**config.mk**
```make
export PLATFORM = sky130hd
export DESIGN_NAME = reg_bank_arbiter
export DESIGN_NICKNAME = d
export VERILOG_FILES = /design/src/rtl/reg_bank_arbiter.sv
export SDC_FILE = /design/constraint.sdc
export NUM_CORES = 1
export LEC_CHECK = 0
export CAP_MARGIN = 25
export CORE_ASPECT_RATIO = 0.8
export CORE_MARGIN = 2
export CORE_UTILIZATION = 40
export DETAILED_ROUTE_END_ITERATION = 8
export PLACE_DENSITY = 0.69
export REMOVE_ABC_BUFFERS = 1
export SYNTH_ARGS = -nofsm -noshare
export SYNTH_HDL_FRONTEND = slang
export SYNTH_SLANG_ARGS = --single-unit
```
**constraint.sdc**
```tcl
create_clock -name i_clk -period 12.4 [get_ports i_clk]
set_input_delay 1.86 -clock i_clk [delete_from_list [all_inputs] [get_ports i_clk]]
set_output_delay 1.86 -clock i_clk [all_outputs]
set_load 0.01 [all_outputs]
```
**src/rtl/reg_bank_arbiter.sv**
```systemverilog
// reg_bank_arbiter: round-robin arbiter/sequencer that shares a bank of
// load/reset registers among NUM_REQ requesters. Transactions are serialised
// through IDLE -> SERVE -> ACK, so the bank has one write port and one read port.
//
// Ports:
//   i_clk, i_reset     clock, async active-high reset (also clears the bank)
//   i_req/i_we         per-requester request level and op (1 write, 0 read)
//   i_addr/i_wdata     per-requester address / write data, packed by requester
//   o_gnt              one-hot grant, held across SERVE and ACK
//   o_ack              one-cycle completion pulse (ACK state)
//   o_rdata            last read result, valid with o_ack for a read
//   o_busy             state != IDLE
//   o_regs             flat bank contents, reg k at [k*WIDTH +: WIDTH]

module reg_bank_cell #(
  parameter int WIDTH = 16
) (
  input  logic             i_clk,
  input  logic             i_reset,
  input  logic             i_ld,
  input  logic [WIDTH-1:0] i_d,
  output logic [WIDTH-1:0] o_q
);
  always_ff @(posedge i_clk or posedge i_reset)
    if (i_reset)   o_q <= '0;
    else if (i_ld) o_q <= i_d;
endmodule

module reg_bank_arbiter #(
  parameter int NUM_REQ = 4,
  parameter int WIDTH   = 16,
  parameter int ADDR_W  = 3
) (
  input  logic                        i_clk,
  input  logic                        i_reset,
  input  logic [NUM_REQ-1:0]          i_req,
  input  logic [NUM_REQ-1:0]          i_we,
  input  logic [NUM_REQ*ADDR_W-1:0]   i_addr,
  input  logic [NUM_REQ*WIDTH-1:0]    i_wdata,
  output logic [NUM_REQ-1:0]          o_gnt,
  output logic                        o_ack,
  output logic [WIDTH-1:0]            o_rdata,
  output logic                        o_busy,
  output logic [(2**ADDR_W)*WIDTH-1:0] o_regs
);
  localparam int NREG  = 2**ADDR_W;
  localparam int PTR_W = (NUM_REQ > 1) ? $clog2(NUM_REQ) : 1;

  typedef enum logic [1:0] {S_IDLE, S_SERVE, S_ACK} state_t;

  typedef struct packed {
    logic              we;
    logic [ADDR_W-1:0] addr;
    logic [WIDTH-1:0]  wdata;
    logic [PTR_W-1:0]  idx;
  } txn_t;

  state_t r_state, w_next;
  txn_t   r_txn;
  logic [PTR_W-1:0] r_ptr;
  logic [WIDTH-1:0] r_rdata;

  logic [NUM_REQ-1:0][ADDR_W-1:0] w_addr_a;
  logic [NUM_REQ-1:0][WIDTH-1:0]  w_wdata_a;
  logic [NREG-1:0][WIDTH-1:0]     w_q;
  logic [2*NUM_REQ-1:0]           w_dbl;
  logic [NUM_REQ-1:0]             w_rot;
  logic [PTR_W:0]                 w_off, w_sum;
  logic [PTR_W-1:0]               w_win;
  logic                           w_found;
  logic [NUM_REQ-1:0]             w_gnt;
  logic                           w_busy, w_ack;

  assign w_addr_a  = i_addr;
  assign w_wdata_a = i_wdata;

  // Rotate requests so bit 0 is the requester at ptr; the first set bit of the
  // rotated vector is the round-robin winner, then undo the rotation mod NUM_REQ.
  assign w_dbl = {i_req, i_req} >> r_ptr;
  assign w_rot = w_dbl[NUM_REQ-1:0];

  always_comb begin
    w_found = 1'b0;
    w_off   = '0;
    for (int k = 0; k < NUM_REQ; k++)
      if (!w_found && w_rot[k]) begin
        w_found = 1'b1;
        w_off   = (PTR_W+1)'(k);
      end
    w_sum = {1'b0, r_ptr} + w_off;
    if (w_sum >= (PTR_W+1)'(NUM_REQ)) w_sum = w_sum - (PTR_W+1)'(NUM_REQ);
    w_win = w_sum[PTR_W-1:0];
  end

  // state register
  always_ff @(posedge i_clk or posedge i_reset)
    if (i_reset) r_state <= S_IDLE;
    else         r_state <= w_next;

  // next state
  always_comb begin
    w_next = S_IDLE;
    case (r_state)
      S_IDLE:  w_next = w_found ? S_SERVE : S_IDLE;
      S_SERVE: w_next = S_ACK;
      S_ACK:   w_next = S_IDLE;
      default: w_next = S_IDLE;
    endcase
  end

  // outputs: grant follows the latched winner for the whole transaction
  always_comb begin
    w_busy = (r_state != S_IDLE);
    w_ack  = (r_state == S_ACK);
    w_gnt  = '0;
    for (int i = 0; i < NUM_REQ; i++)
      w_gnt[i] = w_busy && (r_txn.idx == PTR_W'(i));
  end

  // datapath: operands latched at grant so later input changes cannot leak in
  always_ff @(posedge i_clk or posedge i_reset)
    if (i_reset) begin
      r_txn   <= '0;
      r_ptr   <= '0;
      r_rdata <= '0;
    end else begin
      case (r_state)
        S_IDLE:
          if (w_found) begin
            r_txn.we    <= i_we[w_win];
            r_txn.addr  <= w_addr_a[w_win];
            r_txn.wdata <= w_wdata_a[w_win];
            r_txn.idx   <= w_win;
          end
        S_SERVE:
          if (!r_txn.we) r_rdata <= w_q[r_txn.addr];
        S_ACK:
          r_ptr <= (r_txn.idx == PTR_W'(NUM_REQ-1)) ? '0 : r_txn.idx + 1'b1;
        default: ;
      endcase
    end

  genvar k;
  generate
    for (k = 0; k < NREG; k++) begin : g_bank
      logic w_ld;
      assign w_ld = (r_state == S_SERVE) && r_txn.we && (r_txn.addr == ADDR_W'(k));
      reg_bank_cell #(.WIDTH(WIDTH)) u_cell (
        .i_clk  (i_clk),
        .i_reset(i_reset),
        .i_ld   (w_ld),
        .i_d    (r_txn.wdata),
        .o_q    (w_q[k])
      );
    end
  endgenerate

  assign o_gnt   = w_gnt;
  assign o_ack   = w_ack;
  assign o_busy  = w_busy;
  assign o_rdata = r_rdata;
  assign o_regs  = w_q;
endmodule

```
======== Word level (Yosys, flattened, before mapping) ========
Index checks and enable logic that the tools add are counted.
storage, ports and cells
  flip-flop bits (word level) ............. 170
  latch bits .............................. 0
  bits in writable memories ............... 0
  bits in read-only memories .............. 0
  logic and storage cells ................. 79
  memories kept ........................... 0
cells by class
  add/sub/neg operators ................... 3
  $mul .................................... 0
  divide/modulo/power cells ............... 0
  $lt $le $gt $ge ......................... 3
  equal/unequal tests ..................... 12
  shifts and indexed selects .............. 1
  mux-type cells .......................... 19
  bitwise gates (word level) .............. 1
  reductions and logical operators ........ 25
operators by type and width
  operator                                                   number
  binary-select mux 16 bit (select 3 bit)                    1
  binary-select mux 16 bit (select 2 bit)                    1
  2-to-1 mux 16 bit                                          2
  logical AND 1 bit                                          16
  equality test 3 bit (second input constant)                4
  2-to-1 mux 3 bit                                           3
  >> shifter 8 x 2 -> 4 bit                                  1
  2-to-1 mux 1 bit                                           7
  binary-select mux 3 bit (select 2 bit)                     1
  equality test 2 bit (second input constant)                3
  equality test 3 x 2 -> 1 bit (second input constant)       2
  equality test 2 x 1 -> 1 bit (second input constant)       2
  zero test 2 bit                                            2
  < comparator 3 x 4 -> 1 bit (second input constant)        1
  2-to-1 mux 2 bit                                           2
  case mux 2 bit (2 select lines)                            1
  AND reduction 2 bit                                        2
  adder 2 x 3 -> 3 bit                                       1
  equality test 3 x 1 -> 1 bit (second input constant)       1
  greater-or-equal comparator 3 bit (second input constant)  1
  zero test 1 bit                                            3
  zero test 3 bit                                            1
  < comparator 2 x 3 -> 1 bit (second input constant)        1
  adder 2 x 1 -> 2 bit (second input constant)               1
  4 further kinds                                            4

======== Logic depth before layout (Yosys ltp) ========
Gate-level depths: netlist of the first run.
  depth in word-level cells ............... 16
  gate-level depth with buffers ........... 11
  depth with buffers taken out ............ 10

======== Modules after synthesis ========
Synthesis of the first run repeated with hierarchy kept, for this count alone.
unflattened totals
  cell total of the unflattened synthesis .. 628
  area total of the unflattened synthesis .. 8,994.9 sq um
modules (own cells, without submodules)
  module            times used  cells each  area each (sq um)  seq. area each (sq um)
  reg_bank_cell     8           35          653.1              400.4
  reg_bank_arbiter  1           348         3,769.9            1,051.0

======== Worst setup path before layout of the first run ========
OpenSTA, ideal clock, no wires.
  path kind ............................... input -> register
  start point ............................. input i_req[3]
  end point ............................... register r_txn[19] (netlist bit)
  setup time .............................. 96 ps
  data arrival time ....................... 3,595 ps
  slack ................................... 8,709 ps
  stages .................................. 11
  cells stage by stage .................... inv_1 > nand3_1 > o311ai_0 > o21ai_0 > o221ai_1 > ha_1 > buf_2 > clkbuf_1 > buf_2 > a221oi_1 > o31ai_1
between the ends
  longest elaborated chain between the ends .. 16
  elaborated cells between the ends (all ways) .. 21
  those cells by class .................... 2 x add/sub; 1 x order compare; 1 x shift; 10 x mux; 7 x reduce/logical
ends and longest elaborated chain
  element                                                                         line  source
  start, declared                                                                 36    input logic [NUM_REQ-1:0] i_req,
  >> shifter 8 x 2 -> 4 bit (*)                                                   79    assign w_dbl = {i_req, i_req} >> r_ptr;
  2-to-1 mux 1 bit                                                                86    if (!w_found && w_rot[k]) begin
  zero test 1 bit                                                                 86
  logical AND 1 bit                                                               86
  2-to-1 mux 1 bit                                                                86
  zero test 1 bit                                                                 86
  logical AND 1 bit                                                               86
  2-to-1 mux 1 bit                                                                86
  zero test 1 bit                                                                 86
  logical AND 1 bit                                                               86
  2-to-1 mux 3 bit (*)                                                            86
  adder 2 x 3 -> 3 bit (*)                                                        90    w_sum = {1'b0, r_ptr} + w_off;
  greater-or-equal comparator 3 bit or subtractor 2 x 1 -> 2 bit (tied branches)  91    if (w_sum >= (PTR_W+1)'(NUM_REQ)) w_sum = w_sum - (PTR_W+1)'(NUM_REQ);
  2-to-1 mux 2 bit (*)                                                            91
  named net w_sum[0]                                                              68    logic [PTR_W:0] w_off, w_sum;
  binary-select mux 3 bit (select 2 bit) (*)                                      131   r_txn.addr <= w_addr_a[w_win];
  2-to-1 mux 3 bit (not written as such) (*)                                      131
  end, declared                                                                   59    txn_t r_txn;
The timed path passes the listed nets; every way through them passes the cells marked *. The select of a mux whose other input is x is not followed.
A chain may end at the register's enable or synchronous reset.

======== Final worst setup path of the first run ========
  start point ............................. input i_req[3]
  end point ............................... register r_txn[12] (netlist bit)
between the ends
  longest elaborated chain between the ends .. 16
  elaborated cells between the ends (all ways) .. 21
  those cells by class .................... 2 x add/sub; 1 x order compare; 1 x shift; 10 x mux; 7 x reduce/logical
ends and longest elaborated chain
  element                                                                         line  source
  >> shifter 8 x 2 -> 4 bit (*)                                                   79
  2-to-1 mux 1 bit                                                                86
  zero test 1 bit                                                                 86
  logical AND 1 bit                                                               86
  2-to-1 mux 1 bit                                                                86
  zero test 1 bit                                                                 86
  logical AND 1 bit                                                               86
  2-to-1 mux 1 bit                                                                86
  zero test 1 bit                                                                 86
  logical AND 1 bit                                                               86
  2-to-1 mux 3 bit                                                                86
  adder 2 x 3 -> 3 bit                                                            90
  greater-or-equal comparator 3 bit or subtractor 2 x 1 -> 2 bit (tied branches)  91
  2-to-1 mux 2 bit                                                                91
  binary-select mux 16 bit (select 2 bit)                                         132   r_txn.wdata <= w_wdata_a[w_win];
  2-to-1 mux 16 bit (not written as such)                                         132
Every way passes the cells marked *; elsewhere a longest branch is shown, timed or not. The select of a mux whose other input is x is not followed.

==> key figures, run 1 <==
Timing
  • RSZ-0062 raised after global routing: no
  • Relative slew slack: 26.3%
  • Final Max Tran Viols: 0
  • Crit path time final: 4560 ps
  • Layout Skew: roughly 8.1 ps
  • Worst-Margin Slew: 1110 ps
  • Worst hold margin: 514 ps
  • # setup viols final: 0
  • Final setup TNS: 0 ps
  • Fmax: 219 MHz
  • Final hold violations: 0
  • Period utilization: between 30% and 40%

Detailed routing
  • First DRT Iteration DRCs: 427
  • Routed Wire Length: 25.6 mm
  • Wire length per cell: 23.0 um
  • DR vias/cell: 5.63
  • Residual DRC count: 0
  • Routed Antenna Nets: 0
  • Via count: 6293
  • Drt pass-1 iters: 5

Cells and area
  • Register area: 4260 sq um
  • Area growth syn-to-layout: 38.8%
  • Design area: 11800 sq um
  • Footprint of the multi-input gates: 4040 sq um
  • # nets final: between 900 and 1000
  • ANT cells: 0
  • Ratio of cells with drive above 1 in the final layout: 31.1%
  • # fillers: 1670

Power and ir drop
  • Sw frac: 39.0%
  • Logic pwr share: 51.2%
  • Static leakage: approximately 0.0049 uW
  • Peak supply drop: about 400 uV
  • Internal power: 2030 uW
  • Switching power total: 1300 uW
  • Power density over cell area: 281 nW/um^2
  • Reg power frac: 32.6%
  • Clock power frac: 16.2%

Clocking
  • Worst-path clk slew: 70 ps
  • Clk root buf: clkbuf_16
  • Worst-skew pair later-pin latency: roughly 430 ps
  • Postcts setup bufs: 0
  • Clock Path Buffers: 2
  • CTS tree: done
  • Num CTS Buffers: 17
  • Hold buffers post-CTS: 0
  • Clock sinks: 170
  • Htree depth: 4
  • Post_cts resized: 0

GRT
  • Global-route wire length before repair: 39.8 mm
  • Initial antenna violation count: 1
  • Largest net degree at the start of global routing: 98
  • Total GRT Usage: 23.4%
  • Remaining global-route overflow: 0
  • Vias in the first global route: around 6600

Synthesis
  • FF+latch count, synth: 170
  • Mapped cell area: 8510 sq um
  • Netlist cell types: 45
  • Syn Inst Count: ~610
  • Synth warnings: 0
  • Register area share after synthesis: roughly half
  • Mean post-synth cell area: 13.9 sq um

Place
  • GP Congestion: 0.894
  • Dpl cell area: 11100 sq um
  • Detail Placement HPWL: between 15 and 20 mm
  • Port Buffers: 235

Critical path
  • Crit-path slowest cell: clkdlybuf4s50_1
  • Worst Path Arrival: ~5000 ps
  • Worst R2R Setup Slack: 9310 ps
  • Critical path required time: 12710 ps
  • Crit path cell chain: clkdlybuf4s50_1 -> inv_1 -> o311ai_0 -> o21ai_0 -> o221ai_1 -> ha_4 -> xor2_1 -> nand3_1 -> buf_8 -> a221oi_1 -> o31ai_2
  • CP max FO: 11
  • Startpoint Class: input pin
  • Critical Path Max Stage Delay: 580 ps
  • CP endpoint kind: flop
  • Worst Reg2Reg Path Length in Cells: 9
  • Setup Crit Path Kind: input pin to flop

Floorplan
  • Ports: 236
  • Full die area: 22500 sq um
  • Core area: 20800 sq um
  • Die X: 167 um
  • Core Rows: 47
  • Die height: 134 um
  • Initial Util: between 40% and 50%

Hold path
  • Worst Hold Class: flop to flop
  • Hold depth: 1

Outcome
  • Outcome: finished clean

Job
  • Max cap viols: 0
worst max-delay path: cells and delay by family:
kind,cells,cell delay (ps)
AND/OR/NAND/NOR,1,520
buffers and inverters,3,1010
AO/OA/AOI/OAI,5,1000
adder cells (fa/ha/maj),1,190
XOR/XNOR,1,280
registers in the layout (all words and copies together), names as in the netlist:
register / cells
g_bank.u_cell.o_q: 128
r_state: 2
r_txn: 22
r_ptr: 2
o_rdata: 16
placed cells by master (no fill, tap or decap), types with 16 or more instances in the layout:
master,synthesis,layout
a2111oi_2,19,19
a21oi_1,18,17
a221oi_1,20,20
clkbuf_16,0,17
clkdlybuf4s50_1,0,235
dfrtp_1,170,167
mux2_2,126,126
mux2i_1,16,16
mux4_2,32,32
nand2_1,28,27
nor2_1,21,21
nor2b_1,46,45
o31ai_2,19,19
cells in the mapped netlist (all sizes together):
| cell | number | area [sq um] |
|---|---|---|
| inv | 6 | 22.5 |
| xnor2 | 1 | 8.76 |
| o221ai | 1 | 8.76 |
| a21oi | 18 | 90.1 |
| ha | 5 | 62.6 |
| o21ba | 1 | 10.0 |
| o21bai | 1 | 7.51 |
| mux4 | 32 | 721 |
| clkbuf | 14 | 52.6 |
| a32oi | 1 | 16.3 |
| a32o | 1 | 11.3 |
| and2b | 1 | 8.76 |
| nand2b | 2 | 12.5 |
| xor2 | 1 | 8.76 |
| nor3 | 5 | 47.5 |
| buf | 31 | 188 |
| nand2 | 28 | 105 |
| o311ai | 1 | 8.76 |
| nand3 | 3 | 20.0 |
| or2 | 1 | 6.26 |
| nand4 | 1 | 6.26 |
| dfrtp | 170 | 4250 |
| o21ai | 3 | 18.8 |
| nor2b | 46 | 288 |
| o31ai | 20 | 245 |
| nor3b | 3 | 37.5 |
| mux2 | 132 | 1490 |
| o22ai | 1 | 6.26 |
| mux2i | 16 | 160 |
| nor2 | 23 | 91.3 |
| nand3b | 2 | 22.5 |
| and3b | 1 | 8.76 |
| a221oi | 20 | 175 |
| a2111oi | 20 | 294 |
layout make-up:
| type | instances | area share [%] |
|---|---|---|
| multi-input combinational | 391 | 34.2 |
| tap | 269 | 2.85 |
| clock buffer | 21 | 3.90 |
| inverter | 6 | 0.233 |
| timing repair buffer | 249 | 21.6 |
| clock inverter | 11 | 1.14 |
| sequential | 170 | 36.0 |
stage by stage:
step                      cells  total power, uW  utilization [%]  worst slack (ps)
after floorplan             567             2010                -              5940
after global placement     1078             2690             53.3              7230
after detailed placement   1081             2770             53.7              7110
after CTS                  1113             3320             56.5              7570
after global routing       1117             3520             56.9              7620
final                      1117             3330             56.9              7840
power by group through the flow:
stage          Combinational, uW  Clock (uW)  Sequential (uW)
2_1_floorplan                903           0             1110
6_report                    1700         539             1080
5_1_grt                     1830         572             1120
3_3_place_gp                1620           0             1070
4_1_cts                     1690         549             1080
3_5_place_dp                1690           0             1090
metal layers:
metal	wire, um	part of all wire, %	global-route usage (%)
met1	11300	44	32.1
met2	12000	47	36.9
met3	1860	7.2	5.51
met4	567	2.2	8.24
met5	0	0	0
cells by family after synthesis:
kind of cell             Yosys count  share of synthesized area (%)
AO/OA/AOI/OAI                     88                           10.5
XOR/XNOR                           2                          0.206
adder cells (fa/ha/maj)            5                          0.735
buffers and inverters             51                           3.09
flip-flops                       170                           50.0
multiplexers                     180                           27.8
AND/OR/NAND/NOR                  116                           7.69
final timing paths:
kind                                         start                      end
min                        g_bank[3].u_cell.o_q[5]  g_bank[3].u_cell.o_q[5]
min in group asynchronous                  i_reset               o_rdata[7]
max reg2reg                               r_ptr[0]                r_txn[12]
max in group asynchronous                  i_reset                r_txn[19]
min reg2reg                g_bank[3].u_cell.o_q[5]  g_bank[3].u_cell.o_q[5]
max                                       i_req[3]                r_txn[12]
Note: power is estimated with default switching activity, not from simulation.
==> inputs of run 2 (changes only) <==
==> constraint.sdc (replaced) <==
create_clock -name i_clk -period 4.7 [get_ports i_clk]
set_input_delay 0.705 -clock i_clk [delete_from_list [all_inputs] [get_ports i_clk]]
set_output_delay 0.705 -clock i_clk [all_outputs]
set_load 0.01 [all_outputs]
==> key figures, run 2 (synthesis gave the netlist of run 1 again) <==
Critical path
  • Startpoint Class: input pin (unchanged)
  • Crit-path slowest cell: nor3_4 (was clkdlybuf4s50_1)
  • CP max FO: 11 (unchanged)
  • Worst Reg2Reg Path Length in Cells: 9 (unchanged)
  • Setup Crit Path Kind: input pin to flop (unchanged)
  • CP endpoint kind: flop (unchanged)
  • Critical path required time: 5020 ps (was 12710 ps)
  • Crit path cell chain: clkdlybuf4s50_1 -> inv_1 -> o311ai_0 -> o21ai_0 -> o221ai_1 -> ha_4 -> xnor2_1 -> nor3_4 -> buf_4 -> a2111oi_2 -> o31ai_2 (was clkdlybuf4s50_1 -> inv_1 -> o311ai_0 -> o21ai_0 -> o221ai_1 -> ha_4 -> xor2_1 -> nand3_1 -> buf_8 -> a221oi_1 -> o31ai_2)
  • CP startpoint: i_req[3] (unchanged)
  • Worst Path Arrival: 3600 ps (was 4870 ps)
  • Worst r2r dst: r_txn[7] (was r_txn[12])
  • Worst R2R Setup Slack: 1750 ps (was 9310 ps)
  • Critical Path Max Stage Delay: 620 ps (was 580 ps)
  • Crit path to: r_txn[7] (was r_txn[12])
  • Reg2reg start: r_ptr[0] (unchanged)

Detailed routing
  • Via count: 6271 (was 6293)
  • Drt pass-1 iters: 4 (was 5)
  • Routed Antenna Nets: 0 (unchanged)
  • First DRT Iteration DRCs: 439 (was 427)
  • DR vias/cell: 5.60 (was 5.63)
  • Residual DRC count: 0 (unchanged)
  • Wire length per cell: 22.7 um (was 23.0 um)
  • Routed Wire Length: 25.5 mm (was 25.6 mm)

Timing
  • RSZ-0062 raised after global routing: no (unchanged)
  • Crit path time final: between 3000 and 4000 ps
  • Final Max Tran Viols: 0 (unchanged)
  • Period utilization: 69.6%
  • Final hold violations: 0 (unchanged)
  • Relative slew slack: 38.1% (was 26.3%)
  • Layout Skew: 10.5 ps (was 8.07 ps)
  • Fmax: 305 MHz
  • # setup viols final: 0 (unchanged)
  • Worst-Margin Slew: 927 ps (was 1110 ps)

Power and ir drop
  • Static leakage: 0.00494 uW (was 0.00492 uW)
  • Power density over cell area: 740 nW/um^2 (was 281 nW/um^2)
  • Peak supply drop: 461 uV (was 394 uV)

Floorplan
  • Die height: 134 um (unchanged)
  • Ports: 236 (unchanged)
  • Die X: 167 um (unchanged)
  • Core area: 20800 sq um (unchanged)
  • Core Rows: 47 (unchanged)
  • Initial Util: 41.0% (unchanged)
  • Full die area: 22500 sq um (unchanged)

Clocking
  • Postcts setup bufs: 0 (unchanged)
  • Worst-path clk slew: 60 ps (was 70 ps)
  • Worst-skew pair later-pin latency: 420 ps (was 430 ps)
  • Clk root buf: clkbuf_16 (unchanged)
  • Clock sinks: 170 (unchanged)
  • Num CTS Buffers: 17 (unchanged)
  • CTS tree: done (unchanged)
  • Clock Path Buffers: 2 (unchanged)
  • Post_cts resized: 0 (unchanged)
  • Hold buffers post-CTS: 0 (unchanged)
  • Htree depth: 4 (unchanged)

Place
  • Placed Cells incl. Taps: 1085 (was 1081)
  • Dpl cell area: 11200 sq um (was 11100 sq um)
  • Port Buffers: 235 (unchanged)
  • GP Congestion: 0.860 (was 0.894)
  • Detail Placement HPWL: 17.5 mm (was 17.2 mm)

Cells and area
  • Number of flip-flops in the largest register: 128 (unchanged)
  • Most frequent cells in the layout: clkdlybuf4s50_1, dfrtp_1, mux2_2 (unchanged)
  • Register name with the most flops: g_bank.u_cell.o_q (unchanged)
  • Ratio of cells with drive above 1 in the final layout: 31.4% (was 31.1%)
  • Core Util, Final: 57.1% (was 56.9%)
  • Area growth syn-to-layout: 39.2% (was 38.8%)
  • Design area: 11800 sq um (about the same)
  • # nets final: 929 (was 926)
  • Commonest non-fill, non-tap cell in the layout: clkdlybuf4s50_1 (unchanged)
  • Finished Layout Cells: 1120 (was 1117)
  • # fillers: 1672 (was 1670)
  • ANT cells: 0 (unchanged)

Job
  • Max cap viols: 0 (unchanged)

GRT
  • Global-route wire length before repair: 38.8 mm (was 39.8 mm)
  • Largest net degree at the start of global routing: 87 (was 98)
  • Initial antenna violation count: 0 (was 1)
  • Remaining global-route overflow: 0 (unchanged)
  • Total GRT Usage: 22.8% (was 23.4%)
  • Vias in the first global route: 6367 (was 6608)

Hold path
  • Worst Hold Class: flop to flop (unchanged)

Outcome
  • Outcome: finished clean (unchanged)
-- run 2: worst min path at each step --
stage	startpoint	to	cells after the start
after CTS	o_rdata[1]	o_rdata[1]	2
after detailed placement	g_bank[3].u_cell.o_q[0]	g_bank[3].u_cell.o_q[0]	1
after floorplan	g_bank[3].u_cell.o_q[0]	g_bank[3].u_cell.o_q[0]	1
after global routing	g_bank[6].u_cell.o_q[14]	g_bank[6].u_cell.o_q[14]	1
after global placement	g_bank[3].u_cell.o_q[9]	g_bank[3].u_cell.o_q[9]	1
final	o_rdata[1]	o_rdata[1]	2
-- run 2: worst max-delay path: cells and delay by family --
family,cells,cell delay [ps]
buf+inv,3,1030
xor+xnor,1,120
compound gates,5,920
simple gates,1,620
fa+ha+maj,1,190
-- run 2: power breakdown --
part           internal [uW]  switching [uW]
combinational           2470            2030
clock                    822             598
sequential              2090             760
total                   5380            3390
-- run 2: cell type report --
type	count	area (sq um)	share of cell area, %
inverters	6	27.5	0.232
flip-flops and latches	170	4260	35.9
clock buffers	21	460	3.89
clock inverters	11	135	1.14
well taps	269	337	2.84
repair buffers	252	2590	21.8
multi-input cells	391	4040	34.1
-- run 2: per-layer routing --
metal  track usage, %  wire length (um)  vias up
li1                 -                 -     2757
met1             32.6             11700     3235
met2             34.7             11800      255
met3             6.86              1670       24
met4             4.79               325        0
met5                0                 0        -
-- run 2: stage by stage --
stage | hold WS, ps | total power [uW] | setup TNS [ps] | setup WS, ps
detailed placement | 516 | 7340 | 0 | 1000
global route | 551 | 9310 | 0 | 1160
finish | 528 | 8770 | 0 | 1430
global placement | 501 | 7150 | 0 | 1130
CTS | 531 | 8780 | 0 | 1460
floorplan | 544 | 5300 | -103440 | -608
